### config.mk
export PLATFORM = sky130hd
export DESIGN_NAME = result_encoder
export DESIGN_NICKNAME = d
export VERILOG_FILES = /design/src/rtl/calc_pkg.sv /design/src/rtl/nibble_to_ascii.sv /design/src/rtl/result_encoder.sv
export SDC_FILE = /design/constraint.sdc
export NUM_CORES = 1
export LEC_CHECK = 0
export ABC_AREA = 1
export CAP_MARGIN = 20
export CORE_UTILIZATION = 34
export DETAILED_ROUTE_END_ITERATION = 16
export HOLD_SLACK_MARGIN = 0.03
export PLACE_DENSITY_LB_ADDON = 0.25
export RECOVER_POWER = 50
export SYNTH_ARGS = -nofsm -noshare
export SYNTH_HDL_FRONTEND = slang
export SYNTH_SLANG_ARGS = --single-unit
### constraint.sdc
create_clock -name clk -period 5.5 [get_ports clk]
set_input_delay 0.55 -clock clk [delete_from_list [all_inputs] [get_ports clk]]
set_output_delay 0.55 -clock clk [all_outputs]
set_load 0.02 [all_outputs]
### src/rtl/calc_pkg.sv
// Shared calculator definitions: dtype codes, ASCII constants, operator codes
// and the result encoder state encoding.
package calc_pkg;

    localparam logic [3:0] DTYPE_S = 4'd1;
    localparam logic [3:0] DTYPE_U = 4'd2;

    localparam logic [7:0] ASCII_SPACE      = 8'h20;
    localparam logic [7:0] ASCII_MINUS      = 8'h2D;
    localparam logic [7:0] ASCII_EQ         = 8'h3D;
    localparam logic [7:0] ASCII_CR         = 8'h0D;
    localparam logic [7:0] ASCII_LF         = 8'h0A;
    localparam logic [7:0] ASCII_E          = 8'h45;
    localparam logic [7:0] ASCII_R          = 8'h52;
    localparam logic [7:0] ASCII_DIGIT_BASE = 8'h30;
    localparam logic [7:0] ASCII_ALPHA_BASE = 8'h41;

    typedef enum logic [3:0] {
        OP_ADD = 4'd0,
        OP_SUB = 4'd1,
        OP_MUL = 4'd2,
        OP_DIV = 4'd3,
        OP_AND = 4'd4,
        OP_OR  = 4'd5,
        OP_XOR = 4'd6
    } calc_op_e;

    localparam logic [2:0] ENC_IDLE  = 3'd0;
    localparam logic [2:0] ENC_SIGN  = 3'd1;
    localparam logic [2:0] ENC_DIGIT = 3'd2;
    localparam logic [2:0] ENC_ERR   = 3'd3;
    localparam logic [2:0] ENC_CR    = 3'd4;
    localparam logic [2:0] ENC_LF    = 3'd5;
    localparam logic [2:0] ENC_DONE  = 3'd6;

endpackage

### src/rtl/nibble_to_ascii.sv
// Combinational 4-bit value to uppercase ASCII hex character.
module nibble_to_ascii
    import calc_pkg::*;
(
    input  logic [3:0] nibble,
    output logic [7:0] ascii
);

    // Select digit or letter range
    always_comb begin
        ascii = 8'h00;
        if (nibble >= 4'd10) begin
            ascii = ASCII_ALPHA_BASE + {4'd0, nibble - 4'd10};
        end else begin
            ascii = ASCII_DIGIT_BASE + {4'd0, nibble};
        end
    end

endmodule

### src/rtl/result_encoder.sv
// Serialises one captured ALU result as [-]HHHHHHHH CR LF (or ERR CR LF)
// over a valid/ready byte stream with registered outputs.
module result_encoder
    import calc_pkg::*;
#(
    parameter int DIGITS = 8
) (
    input  logic                  clk,
    input  logic                  n_rst,
    input  logic [4*DIGITS-1:0]   result,
    input  logic [3:0]            dtype,
    input  logic                  error,
    input  logic                  calc_done,
    output logic [7:0]            tx_data,
    output logic                  tx_valid,
    input  logic                  tx_ready,
    output logic                  enc_busy,
    output logic                  enc_done
);

    localparam int W     = 4 * DIGITS;
    localparam int CNT_W = (DIGITS > 1) ? $clog2(DIGITS) : 1;

    logic [2:0]       state_q, state_d;
    logic [W-1:0]     shift_q, shift_d;
    logic [CNT_W-1:0] cnt_q, cnt_d;
    logic [1:0]       err_cnt_q, err_cnt_d;
    logic [7:0]       tx_data_q, tx_data_d;
    logic             tx_valid_q, tx_valid_d;
    logic             enc_busy_q, enc_busy_d;
    logic             enc_done_q, enc_done_d;

    logic             xfer_s;
    logic             neg_s;
    logic [W-1:0]     mag_s;
    logic [7:0]       digit_ascii_s;

    assign xfer_s = tx_valid_q && tx_ready;

    // Sign and two's-complement magnitude of the incoming result
    always_comb begin
        neg_s = (dtype == DTYPE_S) && result[W-1];
        mag_s = result;
        if (neg_s) begin
            mag_s = ~result + W'(1);
        end else begin
            mag_s = result;
        end
    end

    // Next-state and datapath update
    always_comb begin
        state_d   = state_q;
        shift_d   = shift_q;
        cnt_d     = cnt_q;
        err_cnt_d = err_cnt_q;
        case (state_q)
            ENC_IDLE: begin
                if (calc_done) begin
                    shift_d   = mag_s;
                    cnt_d     = CNT_W'(DIGITS - 1);
                    err_cnt_d = 2'd0;
                    if (error) begin
                        state_d = ENC_ERR;
                    end else if (neg_s) begin
                        state_d = ENC_SIGN;
                    end else begin
                        state_d = ENC_DIGIT;
                    end
                end else begin
                    state_d = ENC_IDLE;
                end
            end
            ENC_SIGN: begin
                if (xfer_s) begin
                    state_d = ENC_DIGIT;
                end else begin
                    state_d = ENC_SIGN;
                end
            end
            ENC_DIGIT: begin
                if (xfer_s) begin
                    shift_d = shift_q << 4;
                    cnt_d   = cnt_q - CNT_W'(1);
                    if (cnt_q == '0) begin
                        state_d = ENC_CR;
                    end else begin
                        state_d = ENC_DIGIT;
                    end
                end else begin
                    state_d = ENC_DIGIT;
                end
            end
            ENC_ERR: begin
                if (xfer_s) begin
                    err_cnt_d = err_cnt_q + 2'd1;
                    if (err_cnt_q == 2'd2) begin
                        state_d = ENC_CR;
                    end else begin
                        state_d = ENC_ERR;
                    end
                end else begin
                    state_d = ENC_ERR;
                end
            end
            ENC_CR: begin
                if (xfer_s) begin
                    state_d = ENC_LF;
                end else begin
                    state_d = ENC_CR;
                end
            end
            ENC_LF: begin
                if (xfer_s) begin
                    state_d = ENC_DONE;
                end else begin
                    state_d = ENC_LF;
                end
            end
            ENC_DONE: begin
                state_d = ENC_IDLE;
            end
            default: begin
                state_d = ENC_IDLE;
            end
        endcase
    end

    nibble_to_ascii u_nibble_to_ascii (
        .nibble (shift_d[W-1 -: 4]),
        .ascii  (digit_ascii_s)
    );

    // Outputs are derived from the next state so they register alongside it
    always_comb begin
        tx_data_d  = 8'h00;
        tx_valid_d = 1'b0;
        enc_busy_d = 1'b0;
        enc_done_d = 1'b0;
        case (state_d)
            ENC_SIGN: begin
                tx_data_d  = ASCII_MINUS;
                tx_valid_d = 1'b1;
                enc_busy_d = 1'b1;
            end
            ENC_DIGIT: begin
                tx_data_d  = digit_ascii_s;
                tx_valid_d = 1'b1;
                enc_busy_d = 1'b1;
            end
            ENC_ERR: begin
                tx_data_d  = (err_cnt_d == 2'd0) ? ASCII_E : ASCII_R;
                tx_valid_d = 1'b1;
                enc_busy_d = 1'b1;
            end
            ENC_CR: begin
                tx_data_d  = ASCII_CR;
                tx_valid_d = 1'b1;
                enc_busy_d = 1'b1;
            end
            ENC_LF: begin
                tx_data_d  = ASCII_LF;
                tx_valid_d = 1'b1;
                enc_busy_d = 1'b1;
            end
            ENC_DONE: begin
                enc_done_d = 1'b1;
            end
            default: begin
                tx_data_d  = 8'h00;
                tx_valid_d = 1'b0;
            end
        endcase
    end

    // State and output registers with synchronous active-low reset
    always_ff @(posedge clk) begin
        if (!n_rst) begin
            state_q    <= ENC_IDLE;
            shift_q    <= '0;
            cnt_q      <= '0;
            err_cnt_q  <= 2'd0;
            tx_data_q  <= 8'h00;
            tx_valid_q <= 1'b0;
            enc_busy_q <= 1'b0;
            enc_done_q <= 1'b0;
        end else begin
            state_q    <= state_d;
            shift_q    <= shift_d;
            cnt_q      <= cnt_d;
            err_cnt_q  <= err_cnt_d;
            tx_data_q  <= tx_data_d;
            tx_valid_q <= tx_valid_d;
            enc_busy_q <= enc_busy_d;
            enc_done_q <= enc_done_d;
        end
    end

    assign tx_data  = tx_data_q;
    assign tx_valid = tx_valid_q;
    assign enc_busy = enc_busy_q;
    assign enc_done = enc_done_q;

endmodule
# Word level (Yosys, flattened, before mapping)
# Index checks and enable logic that the tools add are counted.
# classes
add_sub_neg,6
magnitude_cmp,1
eq_ne,15
n_mux,26
n_bitwise,1
n_reduce_logical,8
# op_table
op,count
$mux W32,3
$pmux W32 S2,1
$pmux W8 S5,1
$add A32 B1 Y32 const B,1
$not A32 Y32,1
$mux W3,7
$pmux W3 S6,1
$eq A3 B3 Y1 const B,5
$eq A3 B2 Y1 const B,4
$mux W2,6
$add A7 B4 Y8 const A,1
$mux W8,1
$add A6 B4 Y7 const A,1
$eq A3 B1 Y1 const B,2
$logic_not A3 Y1,2
$pmux W3 S2,1
$mux W5,1
$reduce_or A5 Y1,1
$eq A4 B1 Y1 const B,1
$ge A4 B4 Y1 const B,1
$ne A2 B2 Y1 const B,2
$pmux W2 S2,1
$sub A4 B4 Y4 const B,1
$mux W1,3
7 further kinds,8
# word_totals
regBits,50
input_bits,41
output_inout_bits,11
word_cells,65

# Logic depth before layout (Yosys ltp)
# logic_depth
depth_word,9
depth_mapped,19

# Hierarchy
# From an unflattened synthesis, not the netlist that was laid out.
# hier_totals
cells_unflattened,603
hier_area_um2,3593.4
# modules_own_cells
mod,instances,cells_per_inst,area_each_um2,seq_area_each_um2
result_encoder,1,570,3418.3,1001.0
nibble_to_ascii,1,33,175.2,0.0

# Worst setup path before layout
# No wires, ideal clock.
# synth_path
path_kind,input port to flip-flop
from,input dtype[3]
to,register tx_data_q[0] (netlist: tx_data[0])
setup_time_ns,0.128
t_arrival_ns,2.193
slack_ns,3.179
path_stages,18
n_path_buf,2
path_cell_list,nand3b_1 -> nor2_2 -> buf_4 -> buf_4 -> nand2_1 -> nand3_1 -> nand2_1 -> nand3_1 -> nand2_1 -> nand2_1 -> nand2_1 -> ha_1 -> inv_1 -> nand3_1 -> nand3_1 -> nand2_1 -> nor2_1 -> nor2_1
# synth_via
elab_chain_len,9
# synth_rtl
element,line,text
"start, declared",result_encoder.sv:11,"input logic [3:0] dtype,"
$eq A4 B1 Y1 *,result_encoder.sv:42,neg_s = (dtype == DTYPE_S) && result[W-1];
$logic_and A1 B1 Y1 *,result_encoder.sv:42,
$mux W32,result_encoder.sv:44,if (neg_s) begin
$mux W32,result_encoder.sv:59,if (calc_done) begin
$pmux W32 S2,result_encoder.sv:57,case (state_q)
$sub A4 B4 Y4,nibble_to_ascii.sv:13,"ascii = ASCII_ALPHA_BASE + {4'd0, nibble - 4'd10};"
$add A7 B4 Y8,nibble_to_ascii.sv:13,
$mux W8,nibble_to_ascii.sv:12,if (nibble >= 4'd10) begin
$pmux W8 S5 *,result_encoder.sv:140,case (state_d)
"end signal, assigned",result_encoder.sv:192,tx_data_q <= tx_data_d;
"end, declared",result_encoder.sv:28,"logic [7:0] tx_data_q, tx_data_d;"
# Every way passes the cells marked *; elsewhere a longest branch is shown, timed or not. The select of a mux whose other input is x is not followed.
# A chain may end at the register's enable or synchronous reset.

# Worst setup path after layout
# layout_path
from,input tx_ready
to,register shift_q[24]
# layout_via
elab_chain_len,3
# layout_rtl
element,line,text
"start, declared",result_encoder.sv:16,"input logic tx_ready,"
$logic_and A1 B1 Y1,result_encoder.sv:38,assign xfer_s = tx_valid_q && tx_ready;
$ne A2 B2 Y1 (no line),--,
$reduce_and A3 Y1 (no line),--,
"end signal, assigned",result_encoder.sv:189,shift_q <= shift_d;
"end, declared",result_encoder.sv:25,"logic [W-1:0] shift_q, shift_d;"
# No other way between the ends.

==> results.txt <==
The run finished with clean final reports. The arithmetic-cell share of the synthesized area counting full adders, half adders and majority gates works out to 2.47%. The area added between synthesis and finish is 20.1%, and the count of input and output buffers is 50.

STA classifies the critical path startpoint as an input pin. For this run the aggregate overflow at the end of global routing stands at 0. 52 I/O pins were placed. At the pin with the least slew margin, the transition time is 1.29 ns. For the worst setup path, the data arrival time is 3.36 ns. The total power per unit cell area came out at 266 nW/um^2. The library cell occupying the most area in the post-synthesis netlist is dfxtp_1. The tree built by TritonCTS fans out to 49 sinks.

The die is 104 um tall. Type of the setup path with the least slack: in2reg. In the final routed layout, each cell accounts on average for 13.2 um. The H-tree was split into 2 levels. Setup violations remaining at the end of the flow were counted as 0. After clock tree synthesis, the flow added hold-fix buffers numbering 0. The number of pins exceeding their max-slew limit in the final report was 0. The share of total power in combinational logic is 38.1%, and the largest voltage drop on the vdd net is 0.000139 V.

The fraction of power spent switching nets is 37.3%. Setup repair after global routing left no endpoint under its margin. Registers take 981 sq um. Clock tree synthesis selected as its root buffer the cell clkbuf_8. The number of instances resized during post-cts repair was 0; the fraction of synthesized cell area in xor and xnor cells was 0.247%. For this design the total switching power over the nets is 422 uW. Timing would allow up to 0.320 GHz. The clock edge transition at the registers on the reported setup and hold paths was 0.10 ns; the portion of synthesized cell area occupied by the leading cell type was 27.7%. The mux cell area share after synthesis came out at 0%.

Kind of end point of the critical path: a flip-flop. The clock tree skew after final layout was 0.0152 ns; the time the final worst path needs with I/O delays and setup was 3.13 ns. The logs give 0 ns for the aggregate negative setup slack and 9950 sq um for the core region area.

The tools report the internal portion of total power as 709 uW. The main combinational cell family by area after synthesis was simple AND/OR/NAND/NOR gates. After detailed routing, the total wire length is 9970 um.

The initial antenna violation count was 0; the worst setup margin was 2.37 ns. The number of setup buffers added after CTS is 0. The leakage component of the power was 1.96 nW; the number of endpoints with negative hold slack in the final report was 0. The tools report the worst path required time as 5.74 ns.

Sorting the synthesized cells by area gives the leading types as dfxtp_1 (28%), nand2_1 (14%), inv_1 (10%), nor2_1 (8.2%), a21oi_1 (5.2%). The first global-routing pass estimated 16800 um of wire. TritonCTS built the clock tree. Detailed routing inserted a total of 3638 vias. The tightest slew margin relative to the limit is 13.7%.

Prior to clock tree synthesis, the placed netlist has a worst setup slack of 2.29 ns. The number of synthesized flops with an enable pin came out at 0. Clock tree synthesis inserted a total of 5 buffers. In the synthesized netlist, the number of instances is 577. At the end of the flow, the number of nets in the layout was 667.

The number of distinct library cells after synthesis was 43; the count of state elements after synthesis was 49. The tightest min-delay check is of the reg2reg type. Synthesis produced a netlist with a net count of 625. Counting along the longest clock path gives a buffer depth of 2. The proportion of synthesized flip-flops having asynchronous set or reset came out at 0%. The standard-cell row count was 36. The library cell used most frequently in the layout, excluding fill and tap cells, is nand2_1.

The share of power burned in the clock network is 24.7%. The die covers 10800 sq um. After the first detailed-routing iteration, the DRC count stood at 237. Across every metal layer, demand over resource in global routing totals 19.1%.

The tools report the sequential group share of total power as 37.2%. Of the cells placed in the final design, the portion with a size suffix greater than 1 is 10.2%. The multi-input combinational cells in the finished layout cover a total of 2050 sq um. For the remaining antenna violation count, the log shows 0.

The simple logic cell fraction of the synthesized area came out at 36.9%. The most used flip-flop cell after synthesis is dfxtp_1. Entering global routing, the biggest net connects 30 pins. The worst path uses 56.8% of the clock period.

The share of the synthesized area in compound gates (AO/OA/AOI/OAI) works out to 18.3%. The number of global-route vias before repair came out at 3398. The maximum fanout along the worst path was 19.

The tools report the half-perimeter wire length after detailed placement as 7680 um. The clock reaches the later pin of the worst-skew pair after 0.30 ns. For this run, the number of Yosys warnings is 0.

Die width: 104 um. The first TritonRoute pass finished after 4 iterations. The repair_antennas step left the layout with diodes totalling 0. The post-synthesis area per instance is 6.14 sq um, and the share of synthesized area occupied by flip-flops and latches is 27.7%. The run gives 0 as the max-cap violation count. Final RePlAce weighted congestion: 0.885. The combined area of all synthesized cells is 3540 sq um. The initial standard-cell utilization of the core came out at 35.6%.

Leaving out fill and tap cells, the most frequent cells in the layout are nand2_1 (128), inv_1 (99), nor2_1 (79). In the routed design, unresolved DRC markers number 0. The mean number of vias per cell was 4.83; the number of filler instances in the final layout was 1049.
Yosys cell counts (2+ instances only):
cell        n
clkbuf_1    7
a211oi_2    2
nand2_1   128
buf_1       3
inv_2      14
dfxtp_1    49
o221ai_1   18
nand4_1     2
nor2_2     11
nor2_4      6
nand2_4     4
or2_2       2
nor3_1      4
o31ai_1     2
nand3b_1    3
nand2_2    13
nor2_1     77
buf_2       3
o21ai_0    31
a21oi_1    37
inv_1      98
o211ai_1    3
nand3_1    31
buf_4       4
ha_1        7
path summary, 6_finish.rpt:
| kind | endpoint | start | slack, ns | cells past startpoint |
|---|---|---|---|---|
| max reg2reg | shift_q[24]$_SDFFE_PN0P_ | enc_busy$_SDFF_PN0_ | 2.83 | 7 |
| min | shift_q[0]$_SDFFE_PN0P_ | shift_q[0]$_SDFFE_PN0P_ | 0.48 | 2 |
| min reg2reg | shift_q[0]$_SDFFE_PN0P_ | shift_q[0]$_SDFFE_PN0P_ | 0.48 | 2 |
| max | shift_q[24]$_SDFFE_PN0P_ | tx_ready | 2.37 | 8 |
critical path, stage by stage:
cell,delay [ns]
dlygate4sd3_1,0.53
nand2_1,0.29
nor2_1,0.26
nor2_2,0.53
clkinv_1,0.65
o221ai_1,0.39
nand2_1,0.07
inv_1,0.08
cell type report:
| cell class | count | area share (%) |
|---|---|---|
| Multi-Input combinational cell | 398 | 48.2 |
| Tap cell | 133 | 3.91 |
| Sequential cell | 49 | 23.1 |
| Clock inverter | 2 | 0.882 |
| Clock buffer | 6 | 1.94 |
| Inverter | 113 | 9.97 |
| Timing Repair Buffer | 52 | 12.0 |
power groups by stage:
stage,clock network [mW],logic [mW],registers (mW)
after global placement,0,0.428,0.428
after floorplan,0,0.288,0.442
after detailed placement,0,0.434,0.429
after global routing,0.304,0.484,0.424
after CTS,0.288,0.436,0.421
final,0.280,0.431,0.420
metal layers:
layer | track usage (%) | up-vias | part of all wire, %
met5 | 0 | - | 0
met2 | 29.9 | 87 | 42
met4 | 3.47 | 0 | 0.93
met1 | 27.7 | 1637 | 52
li1 | - | 1909 | -
met3 | 2.94 | 5 | 5.0
cells by family after synthesis:
kind of cell | count (synthesis)
AO/OA/AOI/OAI | 104
buffers and inverters | 130
XOR/XNOR | 1
AND/OR/NAND/NOR | 285
adder cells (fa/ha/maj) | 7
flip-flops | 49
other | 1
flip-flops by register name (all words and copies together), names as in the netlist:
signal / flops
shift_q: 32
tx_data: 7
cnt_q: 3
state_q: 3
err_cnt_q: 2
enc_busy: 1
enc_done: 1
metrics by stage:
step / utilization, % / power [mW] / instances / hold WS, ns / instance area (sq um)
3_3_place_gp: 41.6 / 0.856 / 745 / 0.463 / 4140
4_1_cts: 42.8 / 1.14 / 753 / 0.484 / 4260
6_report: 42.7 / 1.13 / 753 / 0.480 / 4250
5_1_grt: 42.7 / 1.21 / 753 / 0.494 / 4250
2_1_floorplan: - / 0.730 / 577 / 0.441 / 3540
3_5_place_dp: 41.6 / 0.863 / 745 / 0.468 / 4140
No activity file was read; power rests on OpenSTA's default activity.
